[config.mk]
export PLATFORM = sky130hd
export DESIGN_NAME = ram32_byte_ctrl
export DESIGN_NICKNAME = d
export VERILOG_FILES = /design/src/rtl/ram32_byte_ctrl.sv
export SDC_FILE = /design/constraint.sdc
export NUM_CORES = 1
export LEC_CHECK = 0
export CAP_MARGIN = 30
export CORE_AREA = 2 2 107 109
export DETAILED_ROUTE_END_ITERATION = 8
export DIE_AREA = 0 0 109 111
export PLACE_DENSITY = 0.7
export SLEW_MARGIN = 20
export SYNTH_ARGS = -nofsm -noshare
export SYNTH_HDL_FRONTEND = slang
export SYNTH_SLANG_ARGS = --single-unit
[constraint.sdc]
create_clock -name CLK -period 3.65 [get_ports CLK]
set_clock_uncertainty 0.1 [all_clocks]
set_input_delay 0.9125 -clock CLK [delete_from_list [all_inputs] [get_ports CLK]]
set_output_delay 0.9125 -clock CLK [all_outputs]
set_load 0.01 [all_outputs]
[src/rtl/ram32_byte_ctrl.sv]
// Byte-serial command sequencer for a 32x32 synchronous DFF RAM macro.
// Assembles byte-masked word writes and streams read words out byte-wise.
module ram32_byte_ctrl #(
  parameter int unsigned ADDR_W = 5,
  parameter int unsigned BYTES  = 4
) (
  input  logic                  CLK,
  input  logic                  RST_N,
  input  logic [7:0]            cmd_data,
  input  logic                  cmd_valid,
  output logic                  cmd_ready,
  output logic [7:0]            rsp_data,
  output logic                  rsp_valid,
  input  logic                  rsp_ready,
  output logic                  busy,
  output logic                  ram_en,
  output logic [BYTES-1:0]      ram_we,
  output logic [ADDR_W-1:0]     ram_addr,
  output logic [8*BYTES-1:0]    ram_wdata,
  input  logic [8*BYTES-1:0]    ram_rdata
);

  localparam int unsigned DATA_W = 8 * BYTES;
  localparam int unsigned CNT_W  = (BYTES > 1) ? $clog2(BYTES) : 1;
  localparam logic [CNT_W-1:0] LAST = CNT_W'(BYTES - 1);

  typedef enum logic [2:0] {
    IDLE, W_MASK, W_DATA, COMMIT, R_ISSUE, R_CAPTURE, R_SEND
  } state_t;

  state_t              state, state_n;
  logic [ADDR_W-1:0]   ptr, ptr_n;
  logic [ADDR_W-1:0]   ea, ea_n;
  logic [CNT_W-1:0]    cnt, cnt_n, cnt_inc;
  logic [BYTES-1:0]    mask, mask_n;
  logic [DATA_W-1:0]   word, word_n;

  logic                cmd_ready_n, busy_n, rsp_valid_n, ram_en_n;
  logic [7:0]          rsp_data_n;
  logic [BYTES-1:0]    ram_we_n;
  logic [ADDR_W-1:0]   ram_addr_n;
  logic [DATA_W-1:0]   ram_wdata_n;
  logic                cmd_take;

  // Reserved command bit carries no meaning.
  logic unused_rsvd;
  assign unused_rsvd = cmd_data[5];

  // State, datapath and output registers.
  always_ff @(posedge CLK or negedge RST_N) begin
    if (!RST_N) begin
      state     <= IDLE;
      ptr       <= '0;
      ea        <= '0;
      cnt       <= '0;
      mask      <= '0;
      word      <= '0;
      cmd_ready <= 1'b1;
      busy      <= 1'b0;
      rsp_valid <= 1'b0;
      rsp_data  <= '0;
      ram_en    <= 1'b0;
      ram_we    <= '0;
      ram_addr  <= '0;
      ram_wdata <= '0;
    end else begin
      state     <= state_n;
      ptr       <= ptr_n;
      ea        <= ea_n;
      cnt       <= cnt_n;
      mask      <= mask_n;
      word      <= word_n;
      cmd_ready <= cmd_ready_n;
      busy      <= busy_n;
      rsp_valid <= rsp_valid_n;
      rsp_data  <= rsp_data_n;
      ram_en    <= ram_en_n;
      ram_we    <= ram_we_n;
      ram_addr  <= ram_addr_n;
      ram_wdata <= ram_wdata_n;
    end
  end

  // Next-state and next-output logic; RAM-side and ready outputs look ahead on state_n.
  always_comb begin
    state_n     = state;
    ptr_n       = ptr;
    ea_n        = ea;
    cnt_n       = cnt;
    mask_n      = mask;
    word_n      = word;
    rsp_valid_n = rsp_valid;
    rsp_data_n  = rsp_data;
    cmd_take    = cmd_valid & cmd_ready;
    cnt_inc     = cnt + 1'b1;

    case (state)
      IDLE: begin
        if (cmd_take) begin
          ea_n    = cmd_data[6] ? ptr : cmd_data[ADDR_W-1:0];
          state_n = cmd_data[7] ? W_MASK : R_ISSUE;
        end
      end
      W_MASK: begin
        if (cmd_take) begin
          mask_n  = cmd_data[BYTES-1:0];
          cnt_n   = '0;
          word_n  = '0;
          state_n = W_DATA;
        end
      end
      W_DATA: begin
        if (cmd_take) begin
          word_n[{cnt, 3'b000} +: 8] = cmd_data;
          cnt_n = cnt_inc;
          if (cnt == LAST) state_n = COMMIT;
        end
      end
      COMMIT: begin
        ptr_n   = ea + 1'b1;
        state_n = IDLE;
      end
      R_ISSUE: begin
        state_n = R_CAPTURE;
      end
      R_CAPTURE: begin
        word_n  = ram_rdata;
        cnt_n   = '0;
        state_n = R_SEND;
      end
      R_SEND: begin
        // First cycle loads the output byte register; afterwards advance on each handshake.
        if (!rsp_valid) begin
          rsp_valid_n = 1'b1;
          rsp_data_n  = word[{cnt, 3'b000} +: 8];
        end else if (rsp_ready) begin
          if (cnt == LAST) begin
            rsp_valid_n = 1'b0;
            ptr_n       = ea + 1'b1;
            state_n     = IDLE;
          end else begin
            cnt_n      = cnt_inc;
            rsp_data_n = word[{cnt_inc, 3'b000} +: 8];
          end
        end
      end
      default: state_n = IDLE;
    endcase

    cmd_ready_n = (state_n == IDLE) || (state_n == W_MASK) || (state_n == W_DATA);
    busy_n      = (state_n != IDLE);
    ram_en_n    = (state_n == COMMIT) || (state_n == R_ISSUE);
    ram_we_n    = (state_n == COMMIT) ? mask_n : '0;
    ram_addr_n  = ram_en_n ? ea_n : ram_addr;
    ram_wdata_n = (state_n == COMMIT) ? word_n : ram_wdata;
  end

endmodule

==> flow_metrics.py <==
metrics = {
    "final_layout": {
        "area_growth_pct": 28.63,
        "antennaDiodeCount": 0,
        "drive_gt1_frac": 0.1141,
        "fin_cells": 695,
        "fin_util": 0.5607,
        "nets": 598,
    },
    "sta": {
        "finalCriticalPeriod_ns": 2.921,
        "setup_ws_ns": 0.7289,
        "grt_setup_unrepaired": "false",
        "slew_violations": 0,
        "timing.hold.ws_ns": 0.3799,
        "tightest_slew_ns": 0.7439,
        "fin_tns_setup_ns": 0,
        "fmax_mhz": 342.3,
        "post-route-period-util": 0.8003,
        "hold_violations": 0,
        "finalSetupViolCount": 0,
        "maxSlewHeadroom": 0.5041,
    },
    "routing": {
        "drc": 0,
        "first_iter_violations": 229,
        "first_pass_iters": 5,
        "routed_via_density": 5.551,
        "vias": 3858,
        "wl_per_cell_microns": 18.57,
        "wirelength_mm": 12.90,
        "final_antenna_net_count": 0,
    },
    "synth": {
        "yosys.area_share.simple": 0.1677,
        "syn_area_per_cell_sq_um": 10.43,
        "synth-compound-area-share": 0.1332,
        "synth_edf_count": 0,
        "synth.distinct_cells": 51,
        "synth-xor-area-share": 0.008811,
        "yosysTopAreaCellShare": 0.5338,
        "synth_seq_area_share": 0.5393,
        "synth_fp_nets": 514,
        "netlist_area_sq_mm": 0.004828,
        "synth_area_leaders": "dfrtp_1, nand2_1, mux2_2",
        "synth_common_cells": "dfrtp_1, nand2_1, nor2_1",
        "syn_inst": 463,
        "synthAdderAreaFrac": 0.01814,
        "synth_largest_area_cell": "dfrtp_1",
        "synth_warnings": 0,
        "yosys_most_used_dff": "dfrtp_1",
        "synth_top_family_by_area": "simple AND/OR/NAND/NOR gates",
        "synth.area.mux_share": 0.09303,
        "yosysMostFrequentCell": "dfrtp_1",
        "ys_ff_latch": 104,
        "synthArstFlopShare": 1.000,
    },
    "placed_design": {
        "gp_congestion": 0.9469,
        "placed_cells": 679,
        "place.port_buffers": 96,
        "hpwl_mm": 9.240,
        "dp_slack_ns": 0.4110,
    },
    "clock_network": {
        "cts_tree": "built",
        "h-tree-depth": 3,
        "cts_hold_buf": 0,
        "clk_latency_ns": 0.34,
        "clock_sinks": 104,
        "numCtsBuffers": 9,
        "cts_resized": 0,
        "cts-root-buf": "clkbuf_16",
        "clk_pin_slew_ns": 0.07,
        "cts_setup_buffers": 0,
        "clk_path_buf_depth": 2,
    },
    "worst_setup_path": {
        "r2r_setup_slack_ns": 1.09,
        "regToRegEndpoint": "word[16]",
        "crit_required_ns": 3.80,
        "critical_path_class": "in2reg",
        "worstReg2RegStart": "cnt[0]",
        "endpoint_kind": "register",
        "cp_top_family": "simple AND/OR/NAND/NOR gates",
        "crit_cells": 6,
        "slowest_delay_ns": 0.60,
        "start_kind": "primary input",
        "path_buf_inv": 2,
        "critical_path_arrival_ns": 3.07,
        "r2r_cells": 7,
        "slowest_stage": "and2_0",
        "cp_cell_sequence": "clkdlybuf4s50_1 > and2_0 > and3_2 > buf_4 > nor2_1 > a31oi_1",
        "cp_max_fo": 46,
    },
    "grt": {
        "grt_max_degree": 61,
        "track_usage": 0.2179,
        "grt_first_pass_wirelength_mm": 20.20,
        "first_global_vias": 3886,
        "grt_overflow_total": 0,
        "antenna_found_initial": 0,
    },
    "worst_hold_path": {
        "whs_path_depth": 1,
        "whs_endpoint": "mask[1]",
        "worstHoldStart": "mask[1]",
        "worstHoldPathType": "reg2reg",
    },
    "floorplan": {
        "die_h_microns": 111,
        "design.core.area_sq_mm": 0.01108,
        "pin_count": 97,
        "initial_core_util": 0.4359,
        "die_area_sq_mm": 0.01210,
        "rows": 39,
        "die_x_microns": 109,
    },
    "power_and_ir_drop": {
        "powerDensity_mw_per_mm2": 737.5,
        "power.leakage_uw": 0.002817,
        "ir_drop_v": 0.0003007,
    },
    "run": {
        "cap_viol_max_count": 0,
    },
    "outcome": {
        "status": "finished clean",
    },
}
-- final cells by class --
type / instances / area, sq um
inverter: 7 / 26.28
clock buffer: 12 / 246.5
sequential: 104 / 2604
multi-input combinational: 319 / 2033
timing repair buffer: 106 / 1046
fill: 969 / 4866
tap: 143 / 178.9
clock inverter: 4 / 76.32
-- kinds of logic after synthesis --
kind of cell / Yosys count
and+or+nand+nor: 176
buffers and inverters: 40
xor gates and xnor gates: 4
muxes: 42
DFF: 104
adders and majority gates: 7
AOI/OAI and AO/OA: 90
-- state kept, by name, summed over array words and instances (netlist names), 2 cells and up --
register,cells
cnt,2
ea,5
mask,4
ptr,5
ram_addr,5
ram_wdata,32
ram_we,4
rsp_data,8
state,3
word,32
-- cell usage in the layout (no fill, tap or decap), drive strengths merged, types with 2 or more instances in the layout --
master | Yosys | final
a21oi | 13 | 13
a22oi | 24 | 24
a31oi | 21 | 21
a32oi | 10 | 10
and2 | 6 | 6
and3 | 5 | 5
buf | 22 | 11
bufinv | 0 | 2
clkbuf | 11 | 12
clkdlybuf4s50 | 0 | 95
dfrtp | 103 | 103
ha | 7 | 7
inv | 7 | 8
mux2 | 23 | 23
mux2i | 19 | 19
nand2 | 102 | 102
nand3 | 9 | 9
nor2 | 34 | 34
nor2b | 3 | 3
nor3 | 2 | 2
nor4bb | 3 | 3
o211ai | 2 | 2
o21ai | 9 | 9
o221ai | 8 | 8
xnor2 | 3 | 3
-- worst reg2reg max path, delay by kind of cell, from the launching register on --
| kind | cells | cell delay [ns] |
|---|---|---|
| adder cells (fa/ha/maj) | 1 | 0.41 |
| buffers and inverters | 2 | 0.43 |
| flip-flops | 1 | 0.55 |
| AND/OR/NAND/NOR | 4 | 1.02 |
-- report_power, final --
| group | total [uW] | switching, uW | internal, uW |
|---|---|---|---|
| Combinational | 1720 | 926 | 792 |
| Clock | 1040 | 416 | 623 |
| Sequential | 1820 | 298 | 1530 |
| Total | 4580 | 1640 | 2940 |
-- routing by layer --
layer	vias up	GRT usage	part of all wire
met5	-	0	0
met4	0	0.08120	0.023
met3	25	0.05232	0.075
met2	147	0.3453	0.48
met1	1885	0.2886	0.42
li1	1801	-	-
-- worst max-delay path by stage --
stage / start / end / slack (ns)
finish: cmd_valid / ram_wdata[3] / 0.73
global route: cmd_valid / ram_wdata[27] / 0.60
CTS: cmd_valid / ram_wdata[3] / 0.77
detailed placement: cmd_valid / ram_wdata[3] / 0.41
global placement: cmd_valid / ram_wdata[2] / 0.54
floorplan: cmd_data[6] / ram_addr[1] / 1.38
-- stage by stage --
step	total power, uW	area [sq um]
2_1_floorplan	2903	4828
3_3_place_gp	3475	5888
3_5_place_dp	3545	5888
4_1_cts	4598	6211
5_1_grt	4853	6211
6_report	4581	6211
No activity file was read; power rests on OpenSTA's default activity.
